==> config.mk <==
export PLATFORM = sky130hd
export DESIGN_NAME = ped_signal
export DESIGN_NICKNAME = d
export VERILOG_FILES = /design/src/rtl/ped_signal.sv
export SDC_FILE = /design/constraint.sdc
export NUM_CORES = 1
export LEC_CHECK = 0
export ABC_AREA = 1
export ABC_CLOCK_PERIOD_IN_PS = 3500
export BUFFER_PORTS_ARGS = -buffer_cell sky130_fd_sc_hd__buf_2
export CORE_AREA = 2 2 56 58
export CTS_CLUSTER_DIAMETER = 60
export DETAILED_ROUTE_END_ITERATION = 12
export DIE_AREA = 0 0 58 60
export GPL_TIMING_DRIVEN = 1
export PLACE_DENSITY = 0.48
export SETUP_SLACK_MARGIN = 0.3
export SLEW_MARGIN = 20
export SYNTH_ARGS = -nofsm -noshare
export SYNTH_HDL_FRONTEND = slang
export SYNTH_SLANG_ARGS = --single-unit
==> constraint.sdc <==
create_clock -name clk -period 3.5 [get_ports clk]
set_input_delay 0.7 -clock clk [delete_from_list [all_inputs] [get_ports clk]]
set_output_delay 0.7 -clock clk [all_outputs]
set_load 0.01 [all_outputs]
==> src/rtl/ped_signal.sv <==
// Pedestrian crossing controller: services a latched button request at the
// onset of vehicle red with WALK, flashing DON'T WALK, then solid DON'T WALK.
module ped_signal #(
  parameter int unsigned WALK_CYC  = 20,
  parameter int unsigned FLASH_CYC = 8
) (
  input  logic       clk,
  input  logic       rst,
  input  logic       i_red,
  input  logic       i_yellow,
  input  logic       i_green,
  input  logic       i_btn,
  output logic       o_walk,
  output logic       o_dont_walk,
  output logic       o_wait,
  output logic [4:0] o_remain,
  output logic       o_abort
);

  typedef enum logic [1:0] {
    ST_DW    = 2'd0,
    ST_WALK  = 2'd1,
    ST_FLASH = 2'd2
  } state_t;

  localparam logic [4:0] WALK_LAST  = 5'(WALK_CYC - 1);
  localparam logic [4:0] FLASH_LAST = 5'(FLASH_CYC - 1);
  localparam logic [4:0] TOTAL_CYC  = 5'(WALK_CYC + FLASH_CYC);
  localparam logic [4:0] FLASH_LEN  = 5'(FLASH_CYC);

  state_t     state_q, state_d;
  logic [4:0] cnt_q, cnt_d;
  logic       req_q, req_d;
  logic       red_q, red_d;
  logic       abort_q, abort_d;

  logic red_ok;
  logic onset;

  assign red_ok = i_red & ~i_yellow & ~i_green;
  assign onset  = red_ok & ~red_q;

  always_ff @(posedge clk or posedge rst) begin
    if (rst) begin
      state_q <= ST_DW;
      cnt_q   <= '0;
      req_q   <= 1'b0;
      red_q   <= 1'b0;
      abort_q <= 1'b0;
    end else begin
      state_q <= state_d;
      cnt_q   <= cnt_d;
      req_q   <= req_d;
      red_q   <= red_d;
      abort_q <= abort_d;
    end
  end

  // Loss of a legal red has priority over normal WALK/FLASH sequencing.
  always_comb begin
    state_d = state_q;
    cnt_d   = cnt_q;
    req_d   = req_q;
    red_d   = red_ok;
    abort_d = 1'b0;
    unique case (state_q)
      ST_DW: begin
        cnt_d = '0;
        if (onset && (req_q || i_btn)) begin
          state_d = ST_WALK;
          req_d   = 1'b0;
        end else begin
          req_d = req_q | i_btn;
        end
      end
      ST_WALK: begin
        req_d = 1'b0;
        if (!red_ok) begin
          state_d = ST_DW;
          cnt_d   = '0;
          abort_d = 1'b1;
        end else if (cnt_q == WALK_LAST) begin
          state_d = ST_FLASH;
          cnt_d   = '0;
        end else begin
          cnt_d = cnt_q + 5'd1;
        end
      end
      ST_FLASH: begin
        req_d = 1'b0;
        if (!red_ok) begin
          state_d = ST_DW;
          cnt_d   = '0;
          abort_d = 1'b1;
        end else if (cnt_q == FLASH_LAST) begin
          state_d = ST_DW;
          cnt_d   = '0;
        end else begin
          cnt_d = cnt_q + 5'd1;
        end
      end
      default: begin
        state_d = ST_DW;
        cnt_d   = '0;
        req_d   = 1'b0;
      end
    endcase
  end

  // Outputs depend only on registered state.
  always_comb begin
    o_walk      = 1'b0;
    o_dont_walk = 1'b1;
    o_remain    = '0;
    unique case (state_q)
      ST_WALK: begin
        o_walk      = 1'b1;
        o_dont_walk = 1'b0;
        o_remain    = TOTAL_CYC - cnt_q;
      end
      ST_FLASH: begin
        o_dont_walk = cnt_q[1];
        o_remain    = FLASH_LEN - cnt_q;
      end
      default: ;
    endcase
  end

  assign o_wait  = req_q;
  assign o_abort = abort_q;

endmodule

==> results of run 1 <==
-- power breakdown --
part	switching (mW)	internal, mW
Clock	0.0401	0.0631
Combinational	0.131	0.0909
Sequential	0.0112	0.137
Total	0.182	0.291
-- cells in the mapped netlist --
library cell  instances  share of area, %
a31oi_1               1              0.90
dfrtp_1              10                36
ha_1                  8                14
inv_1                16               8.6
inv_2                 2               1.1
nand2_1              16               8.6
nand3_1               9               6.5
nand4_1               2               1.8
nor2_1               11               5.9
nor2_2                5               4.5
o211a_1               1               1.4
o21ai_0               1              0.72
o21ai_2               1               1.3
or2_2                 1              0.90
xnor2_1               2               2.5
xor2_1                4               5.0
-- cell type report --
type,count,area share (%)
Clock buffer,4,4.30
Inverter,18,8.00
Multi-Input combinational cell,62,44.9
Sequential cell,10,29.6
Tap cell,33,4.89
Timing Repair Buffer,14,8.30
-- through the flow --
stage	std cells	setup WS, ps	power, mW	area [sq um]
floorplan	90	1290	0.297	697
global placement	137	1160	0.375	808
detailed placement	137	1120	0.376	808
CTS	141	826	0.481	845
global route	141	679	0.512	845
finish	141	831	0.473	845
-- layer usage --
layer  up-vias  part of all wire (%)  track usage [%]
li1        311                     -                -
met1       254                    49             10.6
met2        16                    45             13.8
met3         2                   5.2             2.81
met4         0                  0.97             2.99
met5         -                     0                0
-- cells by family after synthesis --
kind of cell / Yosys count
compound gates: 4
xor+xnor: 6
flops: 10
buf+inv: 18
fa+ha+maj: 8
simple gates: 44
-- worst register-to-register path, delay by kind of cell (launching register included) --
kind	cells	cell delay, ps
AND/OR/NAND/NOR	5	510
flip-flops	1	400
adder cells (fa/ha/maj)	1	280
buffers and inverters	1	110
-- flip-flops by register name, summed over array words and instances (netlist names) --
register / cells
cnt_q: 5
state_q: 2
o_abort: 1
o_wait: 1
red_q: 1
-- placed cells by master (no fill, tap or decap), drive strengths merged --
cell type	instances
a31oi	1
buf	14
clkbuf	4
dfrtp	10
ha	8
inv	18
nand2	16
nand3	9
nand4	2
nor2	16
o211a	1
o21ai	2
or2	1
xnor2	2
xor2	4
-- worst max path at each step --
stage               cells past startpoint  slack (ps)          end                    from
finish                                  8         830  o_remain[3]  state_q[0]$_DFFE_PP0P_
global route                            8         680  o_remain[3]  state_q[0]$_DFFE_PP0P_
CTS                                     8         830  o_remain[3]  state_q[0]$_DFFE_PP0P_
detailed placement                      8        1120  o_remain[3]  state_q[0]$_DFFE_PP0P_
global placement                        8        1160  o_remain[3]  state_q[0]$_DFFE_PP0P_
floorplan                               8        1290  o_remain[4]  state_q[0]$_DFFE_PP0P_
==> run metrics, run 1 <==
leakage power=0.466 nW; initial antenna violation count=0; worst vdd ir=0.000327 V; drt drc=0; largest net degree at the start of global routing=11; worst r2r src=state_q[0]$_DFFE_PP0P_; minimum clock period=2670 ps; TritonCTS clock tree=done; largest family of logic cells by synthesized area=simple AND/OR/NAND/NOR gates; Starting DRT DRC Count=22; Congestion Overflow GR=0; buffers and inverters on the worst path=3; Worst Max-Slew Pin Slew=378 ps; critical path arrival=1970 ps; Ports=15; post-route clock period utilization=76.3%; clk_lat worst skew=260 ps; Rows=20; PwrDens=approximately 560 nW/um^2; number of gates resized after cts=0; Finished Core Util=29.1%; Reg2Reg Capture Point=state_q[1]$_DFFE_PP0P_; clk sinks=10; clock-pin transition on the worst setup and hold timing paths=70 ps; Final setup violation count=0; worst-path cell chain=inv_1, ha_1, inv_1, ha_1, a31oi_1, xor2_1, nor2_1, buf_2; Final GP Congestion=slightly below 0.8; footprint of the multi-input gates=379 sq um; status=finished clean; mapped cell area=697 sq um; post-DP HPWL=1100 um; f_max=between 0.3 and 0.4 GHz; Final ANT Viol Nets=0; reg2reg setup slack=about 2100 ps; Slowest-stage cell, CP=dfrtp_1; Post-CTS Hold Fix Bufs=0; synth warn=0; Synth cell types=16; Vias/cell=4.13; RSZ-0062 raised after global routing=false; Num CTS Buffers=3; Compound-Gate Fraction of Synth Area=4.31%; final setup TNS=0 ps; FF+latch area=between 200 and 300 sq um; flops & latches, synth=10; startpoint types=flip-flop; R2R cell count=7; layout filler cell count=322; Port Buffer Count=14; CP Capture Type=output pin; adder-cell share of the synthesized area=14.4%; post-synthesis net count=104; worst hold path class=input port to asynchronous set/reset pin; setup bufs post-CTS=0; Vias=approximately 580; root buffer cell=clkbuf_4; die height=~60 um; layout cells sized above 1=25.0%; Hold Slack=398 ps; vias in the first global route=about 520; Worst EP required=2800 ps; Synth Area in XOR/XNOR=7.54%; number of max-cap violations=0; critical path peak fanout=6; kind of critical path=flip-flop to output pin; # diodes=0; final wirelength=1340 um; gr usage total=8.52%; Avg Inst Size Synth=7.74 sq um; drt pass-1 iters=4; mux cell area share after synthesis=0%; Final Hold Vio Count=0; Synth Instances=90; post-synthesis sequential area ratio=35.9%; H-tree depth=1; maximum root-to-sink buffer count=2; Synth Area in Simple Gates=28.2%; Slew HR=74.8%; Die Width=58 um; Starting Density=24.0%; delay-heaviest family, CP=adder cells; slowest stage delay, CP=400 ps; first-pass GRT wire length=roughly 2200 um; Final nets=123; max-slew violation count=0; DR WL/cell=9.48 um; clk_skew=2.17 ps; Die ar.=3480 sq um; Core Area=2900 sq um; Syn-to-layout area delta=21.2%
Note: power is estimated with default switching activity, not from simulation.
==> inputs of run 2 (changes only) <==
Settings changed: ABC_CLOCK_PERIOD_IN_PS 3500 to 2300, PLACE_DENSITY 0.48 to 0.49.
Clock period 3.5 ns to 2.3 ns, I/O delays scaled along.
==> run metrics, run 2 (synthesis gave the netlist of run 1 again) <==
status=finished clean; drt drc=0 (unchanged); Vias/cell=4.23 (+2.4%); M1 WL=687 um (+4.2%); layout cells sized above 1=36.3% (+11 points); Ports=15 (unchanged); crit path from=state_q[0]$_DFFE_PP0P_; Die ar.=3480 sq um (unchanged); Num CTS Buffers=3 (unchanged); initial antenna violation count=0 (unchanged); Final ANT Viol Nets=0 (unchanged); Final setup violation count=0 (unchanged); worst r2r src=state_q[0]$_DFFE_PP0P_; Final WS setup=215 ps (-615 ps); TritonCTS clock tree=done; Congestion Overflow GR=0 (unchanged); critical path peak fanout=3 (-3); number of max-cap violations=0 (unchanged); max FFs per register=5 (unchanged); Core Area=2900 sq um (unchanged); Top Registers=cnt_q (5), state_q (2); post-DP HPWL=1170 um (+6.0%); layout filler cell count=312 (-3.1%); startpoint types=flip-flop; critical path arrival=1620 ps (-350 ps); PwrDens=872 nW/um^2 (+56%); post-route clock period utilization=just over 90%; Top reg by flops=cnt_q; clk_skew=8.92 ps (+6.75 ps); root buffer cell=clkbuf_4; maximum root-to-sink buffer count=2 (unchanged); Final Hold Vio Count=0 (unchanged); most frequent cells in the layout=inv_1 (14), nand2_1 (14), buf_2 (14); Final nets=128 (+4.1%); Rows=20 (unchanged); RSZ-0062 raised after global routing=true; clk_lat worst skew=260 ps (about the same); Final GP Congestion=0.781 (-1.7%); # diodes=0 (unchanged); worst hold path class=input port to asynchronous set/reset pin; final setup TNS=0 ps (unchanged); final wirelength=1510 um (+13%); Top Metal Used=met3; largest net degree at the start of global routing=11 (unchanged); leakage power=0.492 nW (+5.7%); minimum clock period=about 2100 ps; Syn-to-layout area delta=33.9%; Port Buffer Count=14 (unchanged); Starting Density=24.0% (unchanged); Post-CTS Hold Fix Bufs=0 (unchanged); f_max=0.480 GHz; kind of critical path=flip-flop to output pin; Worst Max-Slew Pin Slew=392 ps (+14.0 ps); clock-pin transition on the worst setup and hold timing paths=70 ps (about the same); H-tree depth=1 (unchanged); gr usage total=9.94% (+1.4 points); Slew HR=73.8% (-0.93 points); Starting DRT DRC Count=8 (-64%); Worst EP required=1840 ps (-960 ps); Setup WS pre-CTS=275 ps (-848 ps); vias in the first global route=605 (+16%); first-pass GRT wire length=2620 um (+18%); Die Width=58 um (unchanged); clk sinks=10 (unchanged); met2 wire len=772 um (+30%); max-slew violation count=0 (unchanged); die height=60 um (unchanged); WL met3=48 um (-30%); DR WL/cell=10.3 um (+9.0%); Vias=618 (+6.0%); drt pass-1 iters=4 (unchanged); worst vdd ir=0.000472 V (+44%); CP Capture Type=output pin
-- run 2: changes by cell type in the layout (fill, tap and decap cells not counted) --
cell,previous run,this run
a31oi_1,1,0
nor2_2,5,6
ha_4,0,3
nand2_2,0,2
nand2_1,16,14
nor2_1,11,10
a31oi_2,0,1
ha_1,8,5
inv_1,16,14
inv_2,2,4
buf_4,0,5
-- run 2: metal layers --
layer	vias to the layer above	track usage, %
li1	323	-
met1	287	12.0
met2	8	17.5
met3	0	3.25
met4	0	1.66
met5	-	0
-- run 2: metrics by stage --
stage / hold WS (ps) / std cells / utilization (%) / total power, mW / instance area, sq um
2_1_floorplan: 300 / 90 / - / 0.451 / 697
3_3_place_gp: 458 / 138 / 28.1 / 0.575 / 816
3_5_place_dp: 469 / 138 / 28.1 / 0.575 / 816
4_1_cts: 175 / 145 / 31.1 / 0.779 / 902
5_1_grt: 201 / 146 / 32.2 / 0.897 / 933
6_report: 164 / 146 / 32.2 / 0.814 / 933
-- run 2: path summary, 6_finish.rpt --
check / endpoint / slack (ps) / cells after the start
setup reg to reg: cnt_q[4]$_DFF_PP0_ / 860 / 7
max in group asynchronous: state_q[0]$_DFFE_PP0P_ / 1850 / 2
hold reg to reg: o_wait$_DFF_PP0_ / 530 / 1
hold / removal: o_abort$_DFF_PP0_ / 160 / 2
min in group clk: red_q$_DFF_PP0_ / 390 / 2
setup / recovery: o_remain[4] / 220 / 9
-- run 2: timing repair --
| action | CTS | global route |
|---|---|---|
| resized for setup | 6 | 5 |
| pin swaps | 5 | 2 |
| endpoints found under the setup margin | 3 | 5 |
| buffers inserted | 3 | 1 |
-- run 2: report_power, final --
part           switching, mW  internal [mW]
clock                 0.0583         0.0959
combinational          0.228          0.205
sequential            0.0183          0.208
-- run 2: cell type report --
cell class | instances | area, sq um | area share [%]
flip-flops and latches | 10 | 250 | 26.8
repair buffers | 19 | 108 | 11.5
inverters | 18 | 67.6 | 7.24
well taps | 33 | 41.3 | 4.42
clock buffers | 4 | 36.3 | 3.89
multi-input cells | 62 | 430 | 46.1
-- run 2: critical path, cell delays in order, from the launching register on --
cell	delay (ps)
dfrtp_1	390
inv_2	80
ha_4	140
inv_2	40
ha_4	220
nand2_2	80
nand2_2	50
xor2_1	150
nor2_1	90
buf_2	130
==> inputs of run 3 (changes only) <==
Settings changed: ABC_CLOCK_PERIOD_IN_PS 2300 to 2250, PLACE_DENSITY 0.49 to 0.48.
Clock period 2.3 ns to 2.25 ns, I/O delays scaled along.
==> run metrics, run 3 (synthesis gave the netlist of run 1 again) <==
Final WS setup=172 ps (-43.3 ps); post-route design area=943 sq um (+1.1%); drt pass-1 iters=4 (unchanged); die height=60 um (unchanged); Post-CTS Hold Fix Bufs=0 (unchanged); combinational share of power=59.1% (+5.9 points); worst vdd ir=0.000627 V (+33%); # diodes=0 (unchanged); post-route clock period utilization=between 90% and 100%; f_max=0.481 GHz; R2R cell count=8 (+1); most frequent cells in the layout=inv_1 (13), nand2_1 (13), buf_2 (13); Congestion Overflow GR=0 (unchanged); Reg power frac=26.9% (-0.9 points); Die Width=58 um (unchanged); DR WL/cell=10.4 um (+1.0%); clk_lat worst skew=260 ps (about the same); largest net degree at the start of global routing=11 (unchanged); Slew HR=73.1% (-0.73 points); Placed Instance Area=811 sq um (-0.61%); Core Area=2900 sq um (unchanged); Final ANT Viol Nets=0 (unchanged); Pint=528 uW (+3.8%); Switching Fraction=38.8% (+1.3 points); reg2reg setup slack=790 ps (-70 ps); Hold Slack=163 ps (-0.797 ps); maximum root-to-sink buffer count=2 (unchanged); layout cells sized above 1=36.8% (+0.56 points); leakage power=0.504 nW (+2.5%); Reg2Reg Capture Point=state_q[0]$_DFFE_PP0P_; Top reg by flops=cnt_q; Final GP Congestion=0.760 (-2.7%); CP Capture Type=output pin; Worst EP required=1800 ps (-40 ps); first-pass GRT wire length=2620 um (unchanged); status=finished clean; post-DP HPWL=1190 um (+1.7%); Final Hold Vio Count=0 (unchanged); Rows=20 (unchanged); H-tree depth=1 (unchanged); worst hold path class=input port to asynchronous set/reset pin; crit path from=state_q[0]$_DFFE_PP0P_; Starting DRT DRC Count=7 (-1); Worst Max-Slew Pin Slew=403 ps (+11.0 ps); minimum clock period=between 2000 and 2500 ps; initial antenna violation count=0 (unchanged); final wirelength=1540 um (+1.7%); Setup WS pre-CTS=157 ps (-118 ps); root buffer cell=clkbuf_4; Vias=650 (+5.2%); gr usage total=10.1% (+0.12 points); Syn-to-layout area delta=35.4%; Port Buffer Count=14 (unchanged); FF+latch area=250 sq um (unchanged); Final nets=130 (+1.6%); final setup TNS=0 ps (unchanged); Finished Core Util=32.5% (+0.34 points); Die ar.=3480 sq um (unchanged); footprint of the multi-input gates=429 sq um (-0.29%); clock-pin transition on the worst setup and hold timing paths=60 ps (about the same); max FFs per register=5 (unchanged); number of max-cap violations=0 (unchanged); clk sinks=10 (unchanged); Vias/cell=4.42 (+4.5%); TritonCTS clock tree=done; clk_skew=0.475 ps (-8.44 ps); max-slew violation count=0 (unchanged); kind of critical path=flip-flop to output pin; critical path peak fanout=3 (unchanged); Num CTS Buffers=3 (unchanged); vias in the first global route=601 (-0.66%); clock share of power=14.0% (-5.0 points); drt drc=0 (unchanged); Final setup violation count=0 (unchanged); net switching power=335 uW (+9.8%); PwrDens=915 nW/um^2 (+5.0%); layout filler cell count=328 (+5.1%); Ports=15 (unchanged); Top Registers=cnt_q (5), state_q (2); RSZ-0062 raised after global routing=true; critical path arrival=1630 ps (about the same); Starting Density=24.0% (unchanged); worst r2r src=state_q[0]$_DFFE_PP0P_; startpoint types=flip-flop
run 3: changes by cell type in the layout (fill, tap and decap cells not counted), sizes merged:
cell / before / now
buf: 19 / 21
clkbuf: 4 / 3
run 3: final cells by class:
type | instances | area share (%)
multi-input combinational | 62 | 45.5
sequential | 10 | 26.5
timing repair buffer | 21 | 14.1
inverter | 18 | 7.16
tap | 33 | 4.38
clock buffer | 3 | 2.39
run 3: layer usage:
metal	vias up	global-route usage (%)	part of all wire [%]
li1	327	-	-
met1	302	11.7	42
met2	19	17.2	52
met3	2	3.25	5.2
met4	0	3.99	0.59
met5	-	0	0
run 3: how the worst max path moves through the flow:
| stage | to | slack [ps] | depth (start not counted) |
|---|---|---|---|
| floorplan | o_remain[4] | 310 | 8 |
| global placement | o_remain[3] | 200 | 8 |
| detailed placement | o_remain[3] | 160 | 8 |
| CTS | o_remain[3] | 170 | 8 |
| global route | o_remain[4] | 50 | 9 |
| finish | o_remain[4] | 170 | 9 |
run 3: per-stage QoR:
stage | std cells | total power [mW]
6_report | 147 | 0.863
5_1_grt | 147 | 0.937
4_1_cts | 143 | 0.799
3_5_place_dp | 137 | 0.597
3_3_place_gp | 137 | 0.591
2_1_floorplan | 90 | 0.462
run 3: worst max-delay path: stages (launching register included):
cell	delay (ps)
dfrtp_1	400
inv_2	90
ha_4	140
inv_2	40
ha_4	270
nand2_2	60
nand2_2	60
xor2_1	140
nor2_1	50
buf_2	130
run 3: timing repair:
| item | 4_1_cts | 5_1_grt |
|---|---|---|
| gates cloned | 0 | 0 |
| gates resized for setup | 8 | 5 |
| pin swaps | 2 | 2 |
| setup endpoints to repair | 3 | 4 |
| setup buffers | 3 | 4 |
run 3: power groups by stage:
stage | sequential (mW) | clock (mW) | combinational [mW]
CTS | 0.231 | 0.128 | 0.440
floorplan | 0.241 | 0 | 0.221
global placement | 0.233 | 0 | 0.359
global route | 0.235 | 0.138 | 0.563
finish | 0.232 | 0.121 | 0.510
detailed placement | 0.233 | 0 | 0.364
